<file path="src/rtl/adder_result_fifo.sv">
// Result FIFO behind the 32-bit adder: valid/ready push side, Wishbone classic pop side.
// Optional threshold interrupt is built only when ADDER_RESULT_FIFO_IRQ_EN is defined.
module adder_result_fifo #(
  parameter int DATA_W = 32,
  parameter int DEPTH  = 8,
  localparam int AW    = $clog2(DEPTH)
) (
  input  logic              wb_clk_i,
  input  logic              wb_rst_ni,
  input  logic              s_valid,
  input  logic [DATA_W-1:0] s_data,
  output logic              s_ready,
  input  logic              wbs_cyc_i,
  input  logic              wbs_stb_i,
  input  logic              wbs_we_i,
  input  logic [3:0]        wbs_sel_i,
  input  logic [31:0]       wbs_adr_i,
  input  logic [31:0]       wbs_dat_i,
  output logic              wbs_ack_o,
  output logic [31:0]       wbs_dat_o,
  output logic              irq
);

  localparam logic [AW:0] CNT_FULL = (AW+1)'(DEPTH);
  localparam logic [AW:0] CNT_ONE  = (AW+1)'(1);
  localparam logic [AW-1:0] PTR_ONE = AW'(1);

  logic [DATA_W-1:0] r_mem [DEPTH];
  logic [AW-1:0]     r_wr_ptr;
  logic [AW-1:0]     r_rd_ptr;
  logic [AW:0]       r_count;
  logic              r_ovf;
  logic              r_udf;
  logic              r_ack;
  logic [31:0]       r_dat;

  logic        w_acc;
  logic [1:0]  w_addr;
  logic        w_rd;
  logic        w_wr;
  logic        w_full;
  logic        w_empty;
  logic        w_push;
  logic        w_pop;
  logic        w_ovf_evt;
  logic        w_udf_evt;
  logic        w_flush;
  logic        w_clr;
  logic [31:0] w_status;
  logic [31:0] w_thresh_rd;
  logic [31:0] w_rdata;
  logic        w_unused;

  assign w_acc   = wbs_cyc_i && wbs_stb_i && !r_ack;
  assign w_addr  = wbs_adr_i[3:2];
  assign w_rd    = w_acc && !wbs_we_i;
  assign w_wr    = w_acc && wbs_we_i;
  assign w_full  = (r_count == CNT_FULL);
  assign w_empty = (r_count == '0);

  assign w_push    = s_valid && !w_full;
  assign w_pop     = w_rd && (w_addr == 2'd0) && !w_empty;
  assign w_ovf_evt = s_valid && w_full;
  assign w_udf_evt = w_rd && (w_addr == 2'd0) && w_empty;
  assign w_flush   = w_wr && (w_addr == 2'd2) && wbs_dat_i[0];
  assign w_clr     = w_wr && (w_addr == 2'd2) && wbs_dat_i[1];

  assign s_ready   = !w_full;
  assign wbs_ack_o = r_ack;
  assign wbs_dat_o = r_dat;

  // Byte selects and high address bits are don't-care for full-word access.
  assign w_unused = ^{wbs_sel_i, wbs_adr_i[31:4], wbs_adr_i[1:0], wbs_dat_i};

  always_comb begin
    w_status         = '0;
    w_status[AW:0]   = r_count;
    w_status[16]     = w_empty;
    w_status[17]     = w_full;
    w_status[18]     = r_ovf;
    w_status[19]     = r_udf;
  end

  always_comb begin
    w_rdata = '0;
    case (w_addr)
      2'd0: if (!w_empty) w_rdata = 32'(r_mem[r_rd_ptr]);
      2'd1: w_rdata = w_status;
      2'd3: w_rdata = w_thresh_rd;
      default: w_rdata = '0;
    endcase
  end

  always_ff @(posedge wb_clk_i) begin
    if (w_push && !w_flush) r_mem[r_wr_ptr] <= s_data;
  end

  always_ff @(posedge wb_clk_i or negedge wb_rst_ni) begin
    if (!wb_rst_ni) begin
      r_wr_ptr <= '0;
      r_rd_ptr <= '0;
      r_count  <= '0;
      r_ovf    <= 1'b0;
      r_udf    <= 1'b0;
      r_ack    <= 1'b0;
      r_dat    <= '0;
    end else begin
      r_ack <= w_acc;
      if (w_acc) r_dat <= wbs_we_i ? 32'd0 : w_rdata;

      // Flush wins over any push landing on the same edge.
      if (w_flush) begin
        r_wr_ptr <= '0;
        r_rd_ptr <= '0;
        r_count  <= '0;
      end else begin
        if (w_push) r_wr_ptr <= r_wr_ptr + PTR_ONE;
        if (w_pop)  r_rd_ptr <= r_rd_ptr + PTR_ONE;
        case ({w_push, w_pop})
          2'b10:   r_count <= r_count + CNT_ONE;
          2'b01:   r_count <= r_count - CNT_ONE;
          default: r_count <= r_count;
        endcase
      end

      if (w_ovf_evt)  r_ovf <= 1'b1;
      else if (w_clr) r_ovf <= 1'b0;
      if (w_udf_evt)  r_udf <= 1'b1;
      else if (w_clr) r_udf <= 1'b0;
    end
  end

`ifdef ADDER_RESULT_FIFO_IRQ_EN
  logic [AW:0] r_thresh;
  logic        r_irq;

  assign w_thresh_rd = 32'(r_thresh);
  assign irq         = r_irq;

  always_ff @(posedge wb_clk_i or negedge wb_rst_ni) begin
    if (!wb_rst_ni) begin
      r_thresh <= '0;
      r_irq    <= 1'b0;
    end else begin
      if (w_wr && (w_addr == 2'd3)) r_thresh <= wbs_dat_i[AW:0];
      // Evaluated from registered state, so irq trails the causing edge by one cycle.
      r_irq <= ((r_thresh != '0) && (r_count >= r_thresh)) || r_ovf;
    end
  end
`else
  assign w_thresh_rd = '0;
  assign irq         = 1'b0;
`endif

endmodule

</file>
<file path="config.mk">
export PLATFORM = sky130hd
export DESIGN_NAME = adder_result_fifo
export DESIGN_NICKNAME = d
export VERILOG_FILES = /design/src/rtl/adder_result_fifo.sv
export SDC_FILE = /design/constraint.sdc
export NUM_CORES = 1
export LEC_CHECK = 0
export BUFFER_PORTS_ARGS = -buffer_cell sky130_fd_sc_hd__buf_2
export CAP_MARGIN = 0
export CORE_UTILIZATION = 40
export DETAILED_ROUTE_END_ITERATION = 12
export PLACE_DENSITY = 0.58
export SYNTH_ARGS = -nofsm -noshare
export SYNTH_HDL_FRONTEND = slang
export SYNTH_SLANG_ARGS = --single-unit
</file>
<file path="constraint.sdc">
create_clock -name wb_clk_i -period 7 [get_ports wb_clk_i]
set_input_delay 1.05 -clock wb_clk_i [delete_from_list [all_inputs] [get_ports wb_clk_i]]
set_output_delay 1.05 -clock wb_clk_i [all_outputs]
set_load 0.005 [all_outputs]
</file>
==> results of run 1 <==
[final cells by class]
type                       count  share of cell area (%)
inverter                       2                  0.0747
clock inverter                21                    1.38
clock buffer                  35                    6.05
multi-input combinational    230                    19.6
tap                          378                    3.53
sequential                   301                    65.8
timing repair buffer          88                    3.53
[cells by family after synthesis]
| family | after synthesis |
|---|---|
| buffers and inverters | 31 |
| flip-flops | 301 |
| XOR/XNOR | 5 |
| AO/OA/AOI/OAI | 52 |
| AND/OR/NAND/NOR | 72 |
| adder cells (fa/ha/maj) | 3 |
| other | 1 |
| multiplexers | 97 |
[state kept, by name (all words and copies together), names as in the netlist]
register,count
wbs_ack_o,1
r_udf,1
r_mem,256
r_wr_ptr,3
r_rd_ptr,3
r_ovf,1
wbs_dat_o,32
r_count,4
[worst max-delay path, delay by kind of cell]
kind                   cells  cell delay (ns)
buffers and inverters      4             1.33
and+or+nand+nor            4             1.52
[layout by cell type, fill, tap and decap left out, types with 2 or more instances in the layout]
| master | instances |
|---|---|
| edfxtp_1 | 256 |
| buf_2 | 75 |
| mux4_2 | 64 |
| dfrtp_1 | 42 |
| mux2i_1 | 33 |
| clkbuf_16 | 31 |
| nand2_1 | 29 |
| o21ai_0 | 29 |
| buf_4 | 13 |
| a22oi_1 | 8 |
| clkinv_2 | 8 |
| clkinv_1 | 7 |
| nand3_1 | 6 |
| nor2_4 | 6 |
| nor2_1 | 6 |
| xor2_1 | 5 |
| o21ai_1 | 5 |
| a21oi_1 | 4 |
| nor3_2 | 3 |
| nand4_1 | 3 |
| nand2b_1 | 3 |
| ha_1 | 3 |
| bufinv_16 | 3 |
| or3_1 | 2 |
| nor3_1 | 2 |
| clkbuf_1 | 2 |
| clkbuf_8 | 2 |
| clkinv_4 | 2 |
| dfrtp_2 | 2 |
[worst paths after layout]
check / startpoint / to / slack, ns / cells after the start
setup reg to reg: wbs_ack_o$_DFF_PN0_ / r_mem[1][8]$_DFFE_PP_ / 3.50 / 7
max in group asynchronous: wb_rst_ni / r_rd_ptr[0]$_DFFE_PN0P_ / 5.82 / 2
setup / recovery: wbs_stb_i / r_mem[1][8]$_DFFE_PP_ / 3.24 / 8
hold reg to reg: wbs_dat_o[5]$_DFFE_PN0N_ / wbs_dat_o[5]$_DFFE_PN0N_ / 0.47 / 2
hold / removal: wbs_dat_o[5]$_DFFE_PN0N_ / wbs_dat_o[5]$_DFFE_PN0N_ / 0.47 / 2
min in group asynchronous: wb_rst_ni / wbs_dat_o[19]$_DFFE_PN0N_ / 0.65 / 2
[power by group through the flow]
stage	sequential, W	clock, W	combinational [W]
detailed placement	0.00245	0	0.00107
global route	0.00243	0.00168	0.00114
finish	0.00240	0.00158	0.00104
global placement	0.00242	0	0.00105
CTS	0.00241	0.00161	0.00107
floorplan	0.00234	0	0.000827
[metrics by stage]
stage                     std cells  setup WS, ns  total power [W]  util (%)
after detailed placement        999          2.61          0.00351      44.2
after global routing           1055          3.13          0.00526      47.7
final                          1055          3.24          0.00502      47.7
after global placement          999          2.68          0.00347      44.2
after CTS                      1055          3.16          0.00509      47.7
after floorplan                 562          2.23          0.00317         -
[per-layer routing]
layer	share of wire, %	vias up	global-route usage, %	wire length [um]
met5	0.12	-	0	28
met4	1.6	4	3.89	367
li1	-	2471	-	-
met2	52	120	29.4	12100
met3	4.4	32	3.13	1030
met1	42	2929	21.1	9860
==> key figures, run 1 <==
Status
  – Status: finished, final reports clean

CTS
  – Post-CTS Setup Bufs: 0
  – Skew-Pair Late Insertion Delay: 0.54 ns
  – PostCTS Resize Cnt: 0
  – H-tree Lvls: 1
  – TritonCTS clock tree: yes
  – CTS clk-pin slew, worst paths: 0.06 ns
  – Total CTS buffers: 30
  – CTS Buffer Depth: 3
  – CTS sink count: 301
  – CTS Hold Bufs: 0
  – Clock root buffer: clkbuf_16

Finish
  – Final nets: 762
  – Final instance area: 0.0134 mm^2
  – Area of the multi-input gates: 0.00263 mm^2
  – Area Overhead vs Synth: 16.2%
  – Fillcell total: 2368
  – Layout cells sized above 1: 33.2%
  – ANT cells: 0
  – Seq. cell area: 0.00882 mm^2

Pwr
  – NetSw: 0.00133 W
  – Leakage: 4.53 nW
  – Gate power share: 20.7%
  – Sw Ratio: 26.6%
  – Pwr Density: 375 mW/mm^2
  – Highest ir drop seen on vdd: 0.194 mV
  – Reg power frac: 47.9%
  – Clock power frac: 31.5%
  – Pint: 0.00368 W

Timing
  – Fin Clk Skew: 0.0109 ns
  – Final worst-path cycle share: 53.7%
  – Min cycle time layout: 3.76 ns
  – Relative slew slack: 34.1%
  – Worst-Margin Slew: 0.989 ns
  – TNS Setup: 0 ns
  – Fin. Hold Viols: 0
  – Maximum clock frequency: 266 MHz
  – RSZ-0062 raised after global routing: false
  – Pins over their slew limit: 0
  – Setup violations, final: 0
  – Hold slack: 0.475 ns

Synth
  – Synth top cells by count: edfxtp_1 (256), mux4_2 (64), dfrtp_1 (45)
  – Post-Syn Area per Cell: 20.5 um^2
  – FFs w/ async S/R, synth: 15.0%
  – Synth Warn #: 0
  – Cell with the most instances after synthesis: edfxtp_1
  – Area contributors post-synth: edfxtp_1 (67%), mux4_2 (12%), dfrtp_1 (9.8%)
  – Count of different cell masters after synthesis: 45
  – Top cell type by total area after synthesis: edfxtp_1
  – Post-synth EDFFs: 256
  – Sequential area share after synthesis: 76.4%
  – Cells after Synth: 562
  – Cell Area, Synth: 0.0115 mm^2
  – Syn_nets: 671
  – Synthesized-area fraction occupied by and/or/nand/nor cells: 3.37%
  – Mux cell area share after synthesis: 15.4%
  – Post-synthesis xor/xnor area fraction: 0.380%
  – #FFs+latches synth: 301
  – Post-synthesis compound-gate area fraction: 2.84%
  – Synth Area in Adders: 0.325%
  – Prevailing post-synth register cell: edfxtp_1
  – Top-area cell type share of the netlist area: 66.7%
  – Largest family of logic cells by synthesized area: multiplexers

Setup path
  – WP data arrival: 3.94 ns
  – Largest stage delay on the critical path: 0.86 ns
  – Critical path's slowest cell: nor3_2
  – CP max FO: 37
  – Crit-path cells: buf_2 -> nand3b_1 -> buf_4 -> inv_2 -> nand3_1 -> nand4_1 -> nor3_2 -> buf_4
  – CP Class: in -> reg
  – Crit path top cell by count: buf_4
  – Data required, critical path: 7.18 ns
  – Worst setup SP type: input port
  – Crit end category: flop

Die
  – Core area: 0.0281 mm^2
  – Row count: 61
  – I/O pin total: 141
  – Die area: 0.0295 mm^2
  – Die Span X: 172 um
  – Starting Density: 41.1%
  – DIE HEIGHT: 172 um

Global routing
  – Gr ovfl total: 0
  – Global-route wire length before repair: 35800 um
  – Pin count of the biggest net entering global routing: 50
  – Vias in the first global route: 6007
  – Antenna violations before repair: 2
  – Overall routing resource usage: 16.6%

Route
  – Remaining DRCs: 0
  – Initial DRC count: 309
  – Post-Route WL: 23400 um
  – Drt pass-1 iters: 4
  – Post-DR vias/cell: 5.27
  – Antenna-violating nets left: 0
  – Drt wl/cell: 22.2 um
  – Vias: 5556

Place
  – Post-DP HPWL: 13000 um
  – Gpl congestion: 0.744
  – IO buf count: 75
  – Placed cell area: 0.0124 mm^2

Run
  – Maxcap violations: 0

Min path
  – HP Class: reg -> reg
(Power assumes the default switching activity.)
==> run 2: changes to the inputs <==
Settings changed: PLACE_DENSITY 0.58 to 0.61.
Clock period 7 ns to 3 ns, I/O delays scaled along.
==> key figures, run 2 (same netlist as run 1, synthesis figures left out) <==
Status
  – Status: finished, final reports clean

Setup path
  – WP data arrival: 2.97 ns
  – Largest stage delay on the critical path: 0.52 ns
  – CP max FO: 8
  – CP Class: reg -> reg
  – Data required, critical path: 3.48 ns
  – Worst setup SP type: flop
  – Critical path's slowest cell: a2111oi_4
  – Crit-path cells: nor3_2 -> and2_4 -> inv_4 -> a2111oi_4 -> xor2_1 -> ha_1 -> and3_2 -> a22oi_2 -> mux2i_1
  – Crit path buf inv count: 1
  – Crit end category: flop
  – Worst path top cell family by delay: compound AO/OA/AOI/OAI gates
  – R2r worst-path depth: 9
  – WP depth: 9

Route
  – Remaining DRCs: 0
  – Post-DR vias/cell: 5.21
  – Initial DRC count: 422
  – Post-Route WL: 23400 um
  – Drt wl/cell: 21.9 um
  – Vias: 5573
  – Antenna-violating nets left: 0
  – Drt pass-1 iters: 4

Timing
  – Fin. Hold Viols: 0
  – Worst-Margin Slew: 0.997 ns
  – Fin Clk Skew: 0.0140 ns
  – Final worst-path cycle share: 83.2%
  – Pins over their slew limit: 0
  – TNS Setup: 0 ns
  – RSZ-0062 raised after global routing: false
  – Setup violations, final: 0
  – Maximum clock frequency: 401 MHz
  – Setup ws final: 0.503 ns
  – Relative slew slack: 33.5%
  – Min cycle time layout: 2.50 ns

Global routing
  – Overall routing resource usage: 16.3%
  – Pin count of the biggest net entering global routing: 66
  – Global-route wire length before repair: 35000 um
  – Vias in the first global route: 5897
  – Gr ovfl total: 0
  – Antenna violations before repair: 2

Run
  – Maxcap violations: 0

CTS
  – TritonCTS clock tree: yes
  – CTS Buffer Depth: 3
  – Clock root buffer: clkbuf_16
  – Post-CTS Setup Bufs: 0
  – Skew-Pair Late Insertion Delay: 0.55 ns
  – Total CTS buffers: 30
  – H-tree Lvls: 1
  – CTS sink count: 301
  – PostCTS Resize Cnt: 0
  – CTS clk-pin slew, worst paths: 0.06 ns
  – CTS Hold Bufs: 0

Finish
  – Top reg by flops: r_mem
  – Fillcell total: 2345
  – Area Overhead vs Synth: 18.4%
  – Max reg flops: 256
  – Most frequent cells in the layout: edfxtp_1 (256), buf_2 (75), mux4_2 (64)
  – Most common cell after layout, fill and taps aside: edfxtp_1
  – Layout cells sized above 1: 33.9%
  – Final nets: 773
  – Non-Filler Instances: 1069
  – Final instance area: 0.0137 mm^2

Pwr
  – Pwr Density: 882 mW/mm^2
  – Leakage: 4.62 nW
  – Highest ir drop seen on vdd: 0.496 mV

Die
  – Starting Density: 41.1%
  – Die area: 0.0295 mm^2
  – I/O pin total: 141
  – DIE HEIGHT: 172 um
  – Core area: 0.0281 mm^2
  – Row count: 61
  – Die Span X: 172 um

Min path
  – HP Class: in -> async

Place
  – Placed cell area: 0.0126 mm^2
  – IO buf count: 75
  – Place WS: 0.439 ns
  – Gpl congestion: 0.751
  – Placed insts: 1010
  – Post-DP HPWL: 13300 um
## run 2: cell type report
type | count | area (um^2) | share of cell area, %
Sequential cell | 301 | 8820 | 64.6
Multi-Input combinational cell | 230 | 2640 | 19.3
Inverter | 2 | 10.0 | 0.0733
Antenna cell | 3 | 7.51 | 0.0550
Tap cell | 378 | 473 | 3.46
Clock inverter | 16 | 206 | 1.51
Clock buffer | 40 | 820 | 6.00
Timing Repair Buffer | 99 | 681 | 4.98
## run 2: per-stage QoR
step	hold WS, ns	utilization, %	total power [W]
after floorplan	0.154	-	0.00739
after global placement	0.464	44.9	0.00827
after detailed placement	0.466	44.9	0.00837
after CTS	0.0908	48.6	0.0122
after global routing	0.130	48.6	0.0126
final	0.0549	48.6	0.0121
## run 2: per-layer routing
metal	track usage, %	up-vias	wire, um
li1	-	2496	-
met1	20.2	2918	9550
met2	28.9	130	12100
met3	3.47	29	1380
met4	4.58	0	358
met5	0	-	0
## run 2: where the power goes
part | total (W) | switching, W | internal (W)
clock | 0.00385 | 0.00151 | 0.00234
combinational | 0.00274 | 0.00141 | 0.00133
sequential | 0.00546 | 0.000258 | 0.00520
## run 2: final timing paths
path / startpoint / to / slack, ns
worst min-delay path: wb_rst_ni / wbs_dat_o[10]$_DFFE_PN0N_ / 0.05
worst min register to register: wbs_dat_o[15]$_DFFE_PN0N_ / wbs_dat_o[15]$_DFFE_PN0N_ / 0.48
worst max register to register: r_count[1]$_DFFE_PN0P_ / r_count[2]$_DFFE_PN0P_ / 0.50
worst max-delay path: r_count[1]$_DFFE_PN0P_ / r_count[2]$_DFFE_PN0P_ / 0.50
min in group wb_clk_i: s_data[19] / r_mem[0][19]$_DFFE_PP_ / 0.16
max in group asynchronous: wb_rst_ni / wbs_dat_o[28]$_DFFE_PN0N_ / 2.20
==> run 3: changes to the inputs <==
Clock period 3 ns to 2.25 ns, I/O delays scaled along.
==> key figures, run 3 (same netlist as run 1, synthesis figures left out) <==
Setup path
  – R2r worst-path depth: 9
  – RR Startpoint: r_count[2]$_DFFE_PN0P_
  – CP max FO: 3
  – Critical Path Source: r_count[2]$_DFFE_PN0P_
  – WP data arrival: 2.65 ns
  – Crit end category: flop
  – CP Class: reg -> reg
  – Worst setup SP type: flop
  – Data required, critical path: 2.71 ns

Timing
  – Setup violations, final: 0
  – Pins over their slew limit: 0
  – Relative slew slack: 43.7%
  – Fin Clk Skew: 0.0210 ns
  – RSZ-0062 raised after global routing: true
  – Maximum clock frequency: 456 MHz
  – Final worst-path cycle share: 97.4%
  – Fin. Hold Viols: 0
  – Min cycle time layout: 2.19 ns
  – Worst-Margin Slew: 0.844 ns

Global routing
  – Pin count of the biggest net entering global routing: 39
  – Global-route wire length before repair: 36600 um
  – Gr ovfl total: 0
  – Antenna violations before repair: 2
  – Overall routing resource usage: 16.9%
  – Vias in the first global route: 6200

Finish
  – Most frequent cells in the layout: edfxtp_1 (256), buf_2 (75), mux4_2 (64)
  – Area Overhead vs Synth: 21.5%
  – Final nets: 802
  – Max reg flops: 256
  – Fillcell total: 2314
  – Layout cells sized above 1: 37.8%
  – Top reg by flops: r_mem
  – Final instance area: 0.0140 mm^2
  – Most common cell after layout, fill and taps aside: edfxtp_1
  – Final Core Density: 49.9%

Status
  – Status: finished, final reports clean

Die
  – I/O pin total: 141
  – Core area: 0.0281 mm^2
  – Die area: 0.0295 mm^2
  – Row count: 61
  – Starting Density: 41.1%
  – Die Span X: 172 um
  – DIE HEIGHT: 172 um

Place
  – Post-DP HPWL: 14900 um
  – Gpl congestion: 0.775
  – Placed cell area: 0.0130 mm^2
  – IO buf count: 75

CTS
  – CTS Buffer Depth: 3
  – CTS clk-pin slew, worst paths: 0.06 ns
  – H-tree Lvls: 1
  – Skew-Pair Late Insertion Delay: 0.56 ns
  – Clock root buffer: clkbuf_16
  – CTS sink count: 301
  – TritonCTS clock tree: yes
  – Total CTS buffers: 30

Route
  – Post-Route WL: 23900 um
  – Post-DR vias/cell: 5.24
  – Drt wl/cell: 21.8 um
  – Initial DRC count: 380
  – Antenna-violating nets left: 0
  – Drt pass-1 iters: 5
  – Remaining DRCs: 0
  – Vias: 5741

Pwr
  – Highest ir drop seen on vdd: 0.572 mV
  – Pwr Density: 1160 mW/mm^2
  – Leakage: 4.79 nW

Min path
  – Cell count of the worst hold path: 1
  – HP Class: in -> reg
  – Hold wc startpoint: s_data[19]

Run
  – Maxcap violations: 0
run 3: worst max-delay path, stage by stage (launching register included):
cell,delay [ns]
dfrtp_1,0.41
nor3_4,0.21
and2_4,0.19
inv_6,0.04
a2111oi_4,0.36
xor2_1,0.13
ha_2,0.20
and3_4,0.17
a22oi_2,0.16
mux2i_1,0.24
run 3: cell type report:
class / instances / area, um^2 / area share, %
flip-flops and latches: 301 / 8820 / 62.9
repair buffers: 128 / 1030 / 7.32
inverters: 2 / 17.5 / 0.125
clock inverters: 18 / 195 / 1.39
diodes: 1 / 2.50 / 0.0179
well taps: 378 / 473 / 3.37
clock buffers: 38 / 811 / 5.78
multi-input cells: 230 / 2670 / 19.1
run 3: metal layers:
layer | vias up | global-route usage (%) | part of all wire [%]
met5 | - | 0 | 0
met4 | 0 | 4.58 | 1.9
met3 | 39 | 2.51 | 5.4
met2 | 143 | 28.3 | 49
met1 | 3001 | 23.2 | 44
li1 | 2558 | - | -
run 3: metrics by stage:
step | setup WS [ns] | cells | TNS, ns | total power (W) | hold slack (ns)
after detailed placement | -0.0243 | 1035 | -0.0243 | 0.0114 | 0.470
after floorplan | -0.367 | 562 | -17.89 | 0.00994 | 0.0419
after global routing | -0.0730 | 1095 | -0.0730 | 0.0170 | 0.0472
final | 0.0593 | 1096 | 0 | 0.0162 | 0.0394
after global placement | 0.0709 | 1035 | 0 | 0.0113 | 0.464
after CTS | 0.00138 | 1095 | 0 | 0.0164 | 0.0277
run 3: repair_timing:
item / CTS / global route
endpoints found under the setup margin: 1 / 1
resized for setup: 3 / 1
hold buffers: 1 / 0
pin swaps: 5 / 4
hold endpoints to repair: 27 / 0
setup buffers: 3 / 0
run 3: report_power, final:
part	internal, W	switching, W	leakage [nW]
registers	0.00694	0.000400	2.92
clock network	0.00291	0.00206	0.493
logic	0.00201	0.00193	1.38
run 3: path summary, 6_finish.rpt:
check                           slack (ns)                        end
worst max-delay path                  0.06     r_count[2]$_DFFE_PN0P_
worst min-delay path                  0.04     r_mem[7][19]$_DFFE_PP_
worst max register to register        0.06     r_count[2]$_DFFE_PN0P_
worst min register to register        0.48  wbs_dat_o[23]$_DFFE_PN0N_
max in group asynchronous             1.18   wbs_dat_o[6]$_DFFE_PN0N_
min in group asynchronous             0.42  wbs_dat_o[15]$_DFFE_PN0N_
